$ cat src/rtl/serial_pkg.sv
// rtl/serial_pkg.sv - shared state encoding for the serial shift controller
package serial_pkg;

    typedef enum logic [1:0] {
        ST_IDLE  = 2'd0,
        ST_SHIFT = 2'd1,
        ST_HOLD  = 2'd2
    } serial_state_t;

endpackage

$ cat src/rtl/shift_chain.sv
// rtl/shift_chain.sv - parallel-load shift register, serial bit enters at bit 0
module shift_chain #(
    parameter int WIDTH = 4
) (
    input  logic             clk,
    input  logic             rst_n,
    input  logic             load,
    input  logic             shift,
    input  logic [WIDTH-1:0] d_par,
    input  logic             d_ser,
    output logic [WIDTH-1:0] q
);

    always_ff @(posedge clk or negedge rst_n) begin
        if (!rst_n) begin
            q <= '0;
        end else if (load) begin
            q <= d_par;
        end else if (shift) begin
            q <= {q[WIDTH-2:0], d_ser};
        end
    end

endmodule

$ cat src/rtl/serial_shift_ctrl.sv
// rtl/serial_shift_ctrl.sv - word serializer/deserializer with divided bit clock
module serial_shift_ctrl
    import serial_pkg::*;
#(
    parameter int WIDTH = 4,
    parameter int DIV   = 2
) (
    input  logic             clk,
    input  logic             rst_n,
    input  logic             tx_valid,
    input  logic [WIDTH-1:0] tx_data,
    output logic             tx_ready,
    input  logic             sdi,
    output logic             sdo,
    output logic             shift_en,
    output logic             rx_valid,
    output logic [WIDTH-1:0] rx_data,
    input  logic             rx_ready,
    input  logic             abort,
    output logic             busy
);

    localparam int BW = $clog2(WIDTH);
    localparam int DW = $clog2(DIV) + 1;
    localparam logic [BW-1:0] BIT_LAST = BW'(WIDTH - 1);
    localparam logic [DW-1:0] DIV_LAST = DW'(DIV - 1);

    serial_state_t    state;
    logic [BW-1:0]    bit_cnt;
    logic [DW-1:0]    div_cnt;
    logic [WIDTH-1:0] chain;
    logic             in_idle;
    logic             chain_load;
    logic [WIDTH-1:0] chain_par;

    assign in_idle = (state == ST_IDLE);

    // Abort suppresses the shift so a cancelled transfer never shows a stray strobe.
    assign shift_en   = (state == ST_SHIFT) && (div_cnt == DIV_LAST) && !abort;
    assign chain_load = in_idle ? tx_valid : abort;
    assign chain_par  = in_idle ? tx_data : '0;
    assign sdo        = !in_idle && chain[WIDTH-1];
    assign rx_data    = chain;

    shift_chain #(
        .WIDTH(WIDTH)
    ) u_chain (
        .clk  (clk),
        .rst_n(rst_n),
        .load (chain_load),
        .shift(shift_en),
        .d_par(chain_par),
        .d_ser(sdi),
        .q    (chain)
    );

    always_ff @(posedge clk or negedge rst_n) begin
        if (!rst_n) begin
            state    <= ST_IDLE;
            bit_cnt  <= '0;
            div_cnt  <= '0;
            tx_ready <= 1'b1;
            rx_valid <= 1'b0;
            busy     <= 1'b0;
        end else begin
            case (state)
                ST_IDLE: begin
                    if (tx_valid) begin
                        state    <= ST_SHIFT;
                        bit_cnt  <= '0;
                        div_cnt  <= '0;
                        tx_ready <= 1'b0;
                        busy     <= 1'b1;
                    end
                end
                ST_SHIFT: begin
                    if (abort) begin
                        state    <= ST_IDLE;
                        bit_cnt  <= '0;
                        div_cnt  <= '0;
                        tx_ready <= 1'b1;
                        busy     <= 1'b0;
                    end else if (div_cnt == DIV_LAST) begin
                        div_cnt <= '0;
                        bit_cnt <= bit_cnt + 1'b1;
                        if (bit_cnt == BIT_LAST) begin
                            state    <= ST_HOLD;
                            rx_valid <= 1'b1;
                        end
                    end else begin
                        div_cnt <= div_cnt + 1'b1;
                    end
                end
                ST_HOLD: begin
                    if (abort || rx_ready) begin
                        state    <= ST_IDLE;
                        bit_cnt  <= '0;
                        div_cnt  <= '0;
                        tx_ready <= 1'b1;
                        rx_valid <= 1'b0;
                        busy     <= 1'b0;
                    end
                end
                default: begin
                    state    <= ST_IDLE;
                    bit_cnt  <= '0;
                    div_cnt  <= '0;
                    tx_ready <= 1'b1;
                    rx_valid <= 1'b0;
                    busy     <= 1'b0;
                end
            endcase
        end
    end

endmodule

$ cat config.mk
export PLATFORM = sky130hd
export DESIGN_NAME = serial_shift_ctrl
export DESIGN_NICKNAME = d
export VERILOG_FILES = /design/src/rtl/serial_pkg.sv /design/src/rtl/shift_chain.sv /design/src/rtl/serial_shift_ctrl.sv
export SDC_FILE = /design/constraint.sdc
export NUM_CORES = 1
export LEC_CHECK = 0
export ABC_AREA = 1
export BUFFER_PORTS_ARGS = -buffer_cell sky130_fd_sc_hd__buf_2
export CAP_MARGIN = 25
export CORE_MARGIN = 3
export CORE_UTILIZATION = 49
export CTS_CLUSTER_DIAMETER = 60
export CTS_CLUSTER_SIZE = 40
export DETAILED_ROUTE_END_ITERATION = 16
export PLACE_DENSITY = 0.76
export SYNTH_ARGS = -nofsm -noshare
export SYNTH_HDL_FRONTEND = slang
export SYNTH_SLANG_ARGS = --single-unit
$ cat constraint.sdc
create_clock -name clk -period 1.2 [get_ports clk]
set_input_delay 0.24 -clock clk [delete_from_list [all_inputs] [get_ports clk]]
set_output_delay 0.24 -clock clk [all_outputs]
set_load 0.02 [all_outputs]
==> run summary <==
Area of the mapped netlist: 683 µm²
Final Non-Filler Cells: 139
Hold crit path type: input port to flip-flop
Worst skew pair latency: 0.28 ns
Detailed Route WL: 1880 µm
Post-synth net total: 101
Fin crit share: 118%
Syn avg cell area: 7.59 µm²
Starting density of the core: 56.9%
Main combinational cell family by area after synthesis: simple AND/OR/NAND/NOR gates
CTS Buf Count: 3
Met2 Track Usage GR: 34.2%
R2R Path End: u_chain.q[2]$_DFFE_PN0P_
Mux share of post-synthesis cell area: 0%
Worst hold endpoint: u_chain.q[3]$_DFFE_PN0P_
Initial drt markers: 19
Die area: 1880 µm²
Total track usage: 18.7%
CP endpoint kind: primary output
R2r startpoint: state[1]$_DFFE_PN0P_
Post-Syn Instances: 90
Worst setup path class: flip-flop to primary output
Clock-pin slew on the worst setup and hold paths: 0.09 ns
Global-route wire length before repair: 2570 µm
Critical Path Fanout Max: 4
Hold path startpoint: tx_data[3]
Diode count: 0
DR WL/cell: 13.5 µm
Slowest stage cell, crit path: dfrtp_1
Port bufs: 18
Worst-margin pin slew: 0.285 ns
Arrival @ worst endpoint: 1.18 ns
Post-Place Cells: 128
Peak VDD IR: 0.00194 V
Met3 Use GR: 7.88%
Pleak: 0.573 nW
Antenna violations before repair: 0
Root Driver: clkbuf_4
Final setup margin: -0.217 ns
Status: complete, but fails checks
Filler cells: 76
Failing checks: negative setup slack
Hold Vio Cnt, Final: 0
Final setup fails: 11
Cell chain of the critical path: buf_4 > nor2_4 > nor2_1 > buf_4
Layout Utilization: 83.1%
DR vias: 716
Global route hottest layer: met2
Pwr Total: 2.59 mW
Min Hold Slack: 0.249 ns
PD cells: 2600 nW/µm²
R2R cell count: 7
Vias in the first global route: 637
RSZ-0062 raised after global routing: yes
DPL Wire Length: 1180 µm
Post-Synth Adder-Cell Area: 1.83%
Max-slew violation count: 0
Detailed Routing Iterations Pass 1: 4
Max cap viols: 0
ANT nets after route: 0
Netlist cell types: 18
Register area share after synthesis: 47.8%
CP peak stage delay: 0.41 ns
Worst slew margin: 81.0%
Crit-path most repeated cell: buf_4
Vias/cell: 5.15
Largest delay share family, worst path: flip-flops
Layout Skew: 0.0161 ns
Residual DRC: 0
Final net count: 137
CTS Sinks: 13
Min cycle time layout: 1.42 ns
Achievable Freq: 706 MHz
CTS tree: built
H-tree depth: 1
Layout area overhead: 46.2%
# IOs: 19
Layout cells sized above 1: 44.0%
Worst R2R Setup Slack: -0.20 ns
Hold path depth: 5
Site row count: 12
Horiz. Die Dim: 43.3 µm
Compound-Gate Fraction of Synth Area: 5.13%
Core area: 1200 µm²
GPL Wtd Cong: 0.842
Xor and xnor area share after synthesis: 0%
CTS Buffer Depth: 2
Startpoint types: flip-flop
Met1 Usage GRT: 20.1%
Simple-Gate Fraction of Synth Area: 39.4%
Die H: 43.3 µm
Ys Warns: 0
Overflow after GRT: 0
Post-synthesis register bit count: 13
CP bufs+invs: 2
Largest net degree at the start of global routing: 14
Data required, critical path: 0.96 ns
routing by layer:
layer  part of all wire (%)  vias up
li1                       -      352
met1                     37      329
met2                     54       29
met3                    5.9        6
met4                    2.8        0
met5                      0        -
tightest hold or removal path: stages:
cell and delay [ns]:
buf_2 0.07, nand2_1 0.04, nand2_1 0.06, nand2_1 0.05, nand2_1 0.05
registers in the layout, indices dropped and copies added (netlist names):
signal	flops
div_cnt	2
bit_cnt	2
rx_valid	1
busy	1
tx_ready	1
u_chain.q	4
state	2
cell usage in the layout (no fill, tap or decap), types with 3 or more instances in the layout:
| cell type | netlist | final |
|---|---|---|
| buf_2 | 0 | 15 |
| buf_4 | 0 | 13 |
| clkbuf_4 | 0 | 3 |
| dfrtp_1 | 12 | 11 |
| inv_1 | 9 | 7 |
| nand2_1 | 42 | 37 |
| nand2_2 | 3 | 7 |
| nor2_1 | 4 | 3 |
| nor2_4 | 0 | 4 |
| o21ai_0 | 4 | 3 |
final cells by class:
cell class	instances	area, µm²	share of cell area, %
sequential	13	328	32.8
tap	14	17.5	1.75
multi-input combinational	67	382	38.2
inverter	10	40.0	4.01
clock buffer	4	26.3	2.63
timing repair buffer	31	205	20.6
where the power goes:
part	internal, mW	total, mW	switching (mW)	leakage, nW
sequential	0.621	0.755	0.135	0.167
combinational	0.649	1.56	0.915	0.391
clock	0.129	0.273	0.144	0.0150
worst max path at each step:
stage	start	endpoint	slack, ns	cells after the start
after floorplan	state[1]$_DFFE_PN0P_	shift_en	0.06	5
after global placement	state[1]$_DFFE_PN0P_	shift_en	0.006	6
after detailed placement	state[1]$_DFFE_PN0P_	shift_en	-0.05	6
after CTS	state[1]$_DFFE_PN0P_	shift_en	-0.24	6
after global routing	state[1]$_DFFE_PN0P_	u_chain.q[1]$_DFFE_PN0P_	-0.29	7
final	state[1]$_DFFE_PN0P_	sdo	-0.22	4
kinds of logic (layout without fill, tap and decap cells):
family,count (synthesis),count (layout)
buf+inv,10,45
fa+ha+maj,1,1
simple gates,60,60
flops,13,13
compound gates,6,6
through the flow:
stage | instance area [µm²] | worst slack [ns] | setup TNS (ns)
floorplan | 683 | 0.0554 | 0
global placement | 836 | 0.00580 | 0
detailed placement | 836 | -0.0482 | -0.0560
CTS | 918 | -0.239 | -1.23
global route | 998 | -0.289 | -2.30
finish | 998 | -0.217 | -1.54
synthesized netlist by cell type (all sizes together):
library cell  count  area (µm²)
or2               1        6.26
inv              10        40.0
o211ai            1        7.51
nand2            46         188
nor2              7        33.8
dfstp             1        26.3
dfrtp            12         300
o21a              1        7.51
nand4             1        6.26
nor3              1        10.0
ha                1        12.5
o21ai             4        20.0
nand3             4        25.0
what timing repair did:
item / 4_1_cts / 5_1_grt
setup buffers: 3 / 3
setup endpoints to repair: 6 / 16
endpoints found under the hold margin: 12 / 0
pin swaps: 3 / 7
resized for setup: 8 / 16
hold buffers: 1 / 0
(Power assumes the default switching activity.)
